### src/rtl/regfile_wb_arbiter_pkg.sv
// rtl/regfile_wb_arbiter_pkg.sv - shared state encodings, widths and helpers for the write-port arbiter
package regfile_wb_arbiter_pkg;

  localparam int REG_ADDR_W = 5;
  localparam int XLEN       = 32;
  localparam int NUM_REGS   = 32;

  typedef enum logic [1:0] {
    IDLE = 2'd0,
    WAIT = 2'd1,
    HOLD = 2'd2
  } arb_state_e;

  function automatic logic [NUM_REGS-1:0] reg_onehot(input logic [REG_ADDR_W-1:0] idx);
    logic [NUM_REGS-1:0] m;
    m      = '0;
    m[idx] = 1'b1;
    return m;
  endfunction

endpackage

### src/rtl/regfile_wb_arbiter_wb_scoreboard.sv
// rtl/regfile_wb_arbiter_wb_scoreboard.sv - busy bits for registers awaiting a mul/div result
module wb_scoreboard
  import regfile_wb_arbiter_pkg::*;
(
  input  logic                  clk,
  input  logic                  rst_ni,
  input  logic                  set_en_i,
  input  logic [REG_ADDR_W-1:0] set_idx_i,
  input  logic                  clr_en_i,
  input  logic [REG_ADDR_W-1:0] clr_idx_i,
  input  logic [REG_ADDR_W-1:0] rs1_i,
  input  logic [REG_ADDR_W-1:0] rs2_i,
  input  logic [REG_ADDR_W-1:0] rd_i,
  output logic                  rs1_busy_o,
  output logic                  rs2_busy_o,
  output logic                  rd_busy_o,
  output logic [NUM_REGS-1:0]   busy_vec_o
);

  logic [NUM_REGS-1:0] busy_q, busy_d;

  // Clear first, then set, so a same-cycle issue to the retiring index keeps it busy.
  always_comb begin
    busy_d = busy_q;
    if (clr_en_i) busy_d = busy_d & ~reg_onehot(clr_idx_i);
    if (set_en_i) busy_d = busy_d | reg_onehot(set_idx_i);
    busy_d[0] = 1'b0;
  end

  always_ff @(posedge clk or negedge rst_ni) begin
    if (!rst_ni) busy_q <= '0;
    else         busy_q <= busy_d;
  end

  assign rs1_busy_o = busy_q[rs1_i];
  assign rs2_busy_o = busy_q[rs2_i];
  assign rd_busy_o  = busy_q[rd_i];
  assign busy_vec_o = busy_q;

endmodule

### src/rtl/regfile_wb_arbiter.sv
// rtl/regfile_wb_arbiter.sv - register-file write-port arbiter with mul/div scoreboard; REGFILE_BYPASS_EN adds operand bypass
module regfile_wb_arbiter
  import regfile_wb_arbiter_pkg::*;
#(
  parameter int MAX_WAIT = 4,
  parameter int CNT_W    = 4
) (
  input  logic                  clk,
  input  logic                  rst,
  input  logic                  wb_wr_en,
  input  logic [REG_ADDR_W-1:0] wb_wr_addr,
  input  logic [XLEN-1:0]       wb_wr_data,
  input  logic                  md_valid,
  input  logic [REG_ADDR_W-1:0] md_rd,
  input  logic [XLEN-1:0]       md_data,
  output logic                  md_ready,
  input  logic                  issue_valid,
  input  logic [REG_ADDR_W-1:0] issue_rd,
  input  logic [REG_ADDR_W-1:0] dec_rs1,
  input  logic [REG_ADDR_W-1:0] dec_rs2,
  input  logic [REG_ADDR_W-1:0] dec_rd,
  input  logic                  dec_rd_wr,
  input  logic [XLEN-1:0]       dec_op1_in,
  input  logic [XLEN-1:0]       dec_op2_in,
  output logic [XLEN-1:0]       dec_op1,
  output logic [XLEN-1:0]       dec_op2,
  output logic                  dec_stall,
  output logic                  pipe_hold,
  output logic                  reg_file_wr_en,
  output logic [REG_ADDR_W-1:0] reg_file_wr_addr,
  output logic [XLEN-1:0]       reg_file_wr_data,
  output logic [NUM_REGS-1:0]   busy_vec
);

  localparam logic [CNT_W-1:0] MAX_WAIT_C = CNT_W'(MAX_WAIT);

  arb_state_e       state_q;
  logic [CNT_W-1:0] cnt_q;
  logic             wb_gnt, md_gnt;
  logic             rs1_busy, rs2_busy, rd_busy, byp1, byp2;

  assign pipe_hold = (state_q == HOLD);

  // Writes to x0 are architectural no-ops, so they never take the port from mul/div.
  assign wb_gnt = rst && wb_wr_en && (wb_wr_addr != '0) && !pipe_hold;
  assign md_gnt = rst && md_valid && !wb_gnt;

  assign md_ready         = md_gnt;
  assign reg_file_wr_en   = wb_gnt || (md_gnt && (md_rd != '0));
  assign reg_file_wr_addr = wb_gnt ? wb_wr_addr : md_rd;
  assign reg_file_wr_data = wb_gnt ? wb_wr_data : md_data;

  always_ff @(posedge clk or negedge rst) begin
    if (!rst) begin
      state_q <= IDLE;
      cnt_q   <= '0;
    end else begin
      case (state_q)
        IDLE: begin
          if (md_valid && !md_gnt) begin
            state_q <= (MAX_WAIT_C == CNT_W'(1)) ? HOLD : WAIT;
            cnt_q   <= (MAX_WAIT_C == CNT_W'(1)) ? '0 : CNT_W'(1);
          end
        end
        WAIT: begin
          if (!md_valid || md_gnt) begin
            state_q <= IDLE;
            cnt_q   <= '0;
          end else if (cnt_q + CNT_W'(1) == MAX_WAIT_C) begin
            state_q <= HOLD;
            cnt_q   <= '0;
          end else begin
            cnt_q   <= cnt_q + CNT_W'(1);
          end
        end
        default: begin
          state_q <= IDLE;
          cnt_q   <= '0;
        end
      endcase
    end
  end

  wb_scoreboard u_scoreboard (
    .clk        (clk),
    .rst_ni     (rst),
    .set_en_i   (issue_valid && (issue_rd != '0)),
    .set_idx_i  (issue_rd),
    .clr_en_i   (md_gnt),
    .clr_idx_i  (md_rd),
    .rs1_i      (dec_rs1),
    .rs2_i      (dec_rs2),
    .rd_i       (dec_rd),
    .rs1_busy_o (rs1_busy),
    .rs2_busy_o (rs2_busy),
    .rd_busy_o  (rd_busy),
    .busy_vec_o (busy_vec)
  );

`ifdef REGFILE_BYPASS_EN
  assign byp1 = reg_file_wr_en && (reg_file_wr_addr == dec_rs1) && (dec_rs1 != '0);
  assign byp2 = reg_file_wr_en && (reg_file_wr_addr == dec_rs2) && (dec_rs2 != '0);
  assign dec_op1 = byp1 ? reg_file_wr_data : dec_op1_in;
  assign dec_op2 = byp2 ? reg_file_wr_data : dec_op2_in;
`else
  assign byp1 = 1'b0;
  assign byp2 = 1'b0;
  assign dec_op1 = dec_op1_in;
  assign dec_op2 = dec_op2_in;
`endif

  // A bypassed source is satisfied this cycle, so its busy bit must not stall decode.
  assign dec_stall = rst && ((rs1_busy && !byp1) || (rs2_busy && !byp2) ||
                             (dec_rd_wr && rd_busy) || pipe_hold);

endmodule
### config.mk
export PLATFORM = sky130hd
export DESIGN_NAME = regfile_wb_arbiter
export DESIGN_NICKNAME = d
export VERILOG_FILES = /design/src/rtl/regfile_wb_arbiter_pkg.sv /design/src/rtl/regfile_wb_arbiter_wb_scoreboard.sv /design/src/rtl/regfile_wb_arbiter.sv
export SDC_FILE = /design/constraint.sdc
export NUM_CORES = 1
export LEC_CHECK = 0
export ABC_AREA = 1
export ABC_CLOCK_PERIOD_IN_PS = 7300
export CORE_AREA = 2 2 118 120
export DETAILED_ROUTE_END_ITERATION = 10
export DIE_AREA = 0 0 120 122
export PLACE_DENSITY = 0.71
export SLEW_MARGIN = 20
export SYNTH_ARGS = -nofsm -noshare
export SYNTH_HDL_FRONTEND = slang
export SYNTH_HIERARCHICAL = 1
export SYNTH_SLANG_ARGS = --single-unit
### constraint.sdc
create_clock -name clk -period 7.3 [get_ports clk]
set_clock_uncertainty 0.2 [all_clocks]
set_input_delay 2.19 -clock clk [delete_from_list [all_inputs] [get_ports clk]]
set_output_delay 2.19 -clock clk [all_outputs]
set_load 0.005 [all_outputs]
==> metrics, run 1 <==
clock slew at reported path FFs=50 ps; CTS max path bufs=2; FF+latch area=926 sq um; Worst Path Max Fanout=9; Finish-stage setup viols=0; Layout Nets=881; placed cell count=888; fin crit share=0.947; post-DR vias/cell=5.06; worst r2r src=state_q[1]; status=finished clean; post-synthesis async set-or-reset flop share=1.00; Crit. End Element=primary output; clock tree from TritonCTS=built; # hold bufs at CTS=0; Layout Cells excl Fill=896; Placement Cell Area=5130 sq um; max-cap check violation count=0; RSZ-0062 raised after global routing=no; Setup CP Type=in -> out; EDFF count, synth=0; clk root buf=clkbuf_16; Die ar.=14600 sq um; fraction of layout cells with a size suffix above 1=0.0406; drt drc=0; Core Area=13500 sq um; Routed wire per std cell=16.6 um; first drt pass iteration count=5; Hold EP=state_q[0]; hold path depth=1; DRT Wirelength=14900 um; reg2reg path depth=9; beginning of the worst hold path=state_q[1]; Site Rows=43; fin util=0.391; power density cells=175 nW/um^2; Main synth FF type=dfrtp_1; Peak VDD IR=0.0876 mV; clock latency on the worst-skew pair=270 ps; CP arrival=4520 ps; I/O Buffers=171; initial antenna violation count=1; WP data required=4910 ps; Worst R2R Setup Slack=4890 ps; Final Hold Fails=0; Sink Count=37; crit start category=input port; Total Neg Setup Slack=0 ps; top cell type's share of synthesized area=0.242; DR iter-0 viols=451; synthesized area=3820 sq um; Seq/Total Area, Yosys=0.242; static leakage=0.00244 uW; largest net degree at the start of global routing=44; synth unique cells=27; Synth area leaders=dfrtp_1 24%, nand2_1 21%, nand3_1 18%; Top delay family on crit path=buffers and inverters; area grow syn2layout=38.2%; most used cell, CP=nand2_1; H-tree depth=2; All-Layer GR Usage=0.198; Yosys warning count=6; vias in the first global route=4187; Final Power=926 uW; Hold/Removal Path Class=reg -> reg; Slew Viols, Final=0; grt total ovfl=0; flops & latches, synth=37; # fillers=1442; DR vias=4531; Post-CTS Resized=0; Synthesized Nets=784; syn avg cell area=6.18 sq um; post-route ant nets=0; area occupied by multi-input gates=2030 sq um; Initial Util=0.283; worst flop-to-flop path endpoint=u_scoreboard/busy_vec_o[18]; count leader, synth=nand2_1; Yosys top cell by area=dfrtp_1; Setup Buffers After CTS=0; Post-synth top cells=211 x nand2_1, 140 x nand3_1, 68 x buf_4, 63 x o21ai_0, 43 x inv_1; first-pass GRT wire length=22600 um; Ports=301; critical path's largest stage delay=680 ps; critical path's slowest cell=clkdlybuf4s50_1; post-DP HPWL=11500 um; critical-path cell list=clkdlybuf4s50_1, inv_1, nand3_1, nand3_1, nand2_1, nand2_1, nand2_1, nand2_1, nand2_1, nand2_1, nand2_1, o21ai_0, inv_1, clkdlybuf4s50_1; TritonCTS Buffers=5; die height=122 um; synthesized instance count=618; GP Congestion=0.996; die width=120 um; Tmin final=6910 ps; final instance area=5280 sq um; maximum clock frequency=0.145 GHz; Bufs and invs on worst path=4
-- through the flow --
stage / worst slack, ps / hold slack, ps
CTS: 432 / 331
floorplan: 1740 / 280
finish: 390 / 328
global route: 192 / 356
global placement: 476 / 306
detailed placement: 454 / 319
-- worst max path at each step --
stage	from	to	slack [ps]	depth (start not counted)
after CTS	dec_rd[1]	dec_stall	430	14
after global placement	dec_rd[1]	dec_stall	480	14
after detailed placement	dec_rd[1]	dec_stall	450	14
final	dec_rd[1]	dec_stall	390	14
after floorplan	dec_rs2[0]	dec_stall	1740	15
after global routing	dec_rd[1]	dec_stall	190	14
-- per-layer routing --
layer | part of all wire | vias to the layer above | track usage
met4 | 0.020 | 0 | 0.0647
li1 | - | 2144 | -
met5 | 0 | - | 0
met3 | 0.089 | 26 | 0.0375
met2 | 0.51 | 262 | 0.349
met1 | 0.38 | 2099 | 0.242
-- power breakdown --
group / switching (uW) / total [uW] / internal (uW)
sequential: 86.2 / 336 / 250
clock: 70.5 / 204 / 134
combinational: 172 / 386 / 214
total: 329 / 926 / 597
-- cell families (layout without fill, tap and decap cells) --
kind of cell,count (synthesis),count (layout),share of synthesized area
flops,37,37,0.242
fa+ha+maj,2,2,0.00655
buf+inv,136,233,0.226
other cells,1,2,0.000982
simple gates,373,373,0.433
compound gates,69,69,0.0914
-- layout make-up --
| cell class | instances | share of cell area |
|---|---|---|
| timing repair buffer | 177 | 0.332 |
| tap | 180 | 0.0427 |
| inverter | 49 | 0.0377 |
| multi-input combinational | 445 | 0.385 |
| antenna | 1 | 0.000474 |
| clock buffer | 7 | 0.0270 |
| sequential | 37 | 0.175 |
-- cell usage in the layout, fill, tap and decap left out, drive strengths merged --
| master | Yosys | routed |
|---|---|---|
| a21oi | 3 | 3 |
| buf | 84 | 7 |
| clkbuf | 3 | 7 |
| clkdlybuf4s50 | 0 | 170 |
| conb | 1 | 1 |
| dfrtp | 37 | 37 |
| diode | 0 | 1 |
| ha | 2 | 2 |
| inv | 49 | 49 |
| nand2 | 215 | 215 |
| nand3 | 141 | 141 |
| nand4 | 1 | 1 |
| nor2 | 12 | 12 |
| nor3 | 2 | 2 |
| nor4 | 1 | 1 |
| o21ai | 65 | 65 |
| o41ai | 1 | 1 |
| or2 | 1 | 1 |
-- worst register-to-register path, delay by kind of cell, from the launching register on --
family                 cells  cell delay (ps)
buffers and inverters      2              240
and+or+nand+nor            5              950
AOI/OAI and AO/OA          2              450
DFF                        1              420
-- flip-flops by register name, summed over array words and instances (netlist names) --
| signal | flops |
|---|---|
| u_scoreboard/busy_vec_o | 31 |
| cnt_q | 4 |
| state_q | 2 |
No activity file was read; power rests on OpenSTA's default activity.
==> run 2, diff against run 1 <==
SLEW_MARGIN = unset   (was 20)
==> results of run 2 <==
Same layout as run 1: the final DEF is identical, and so are final timing and power.
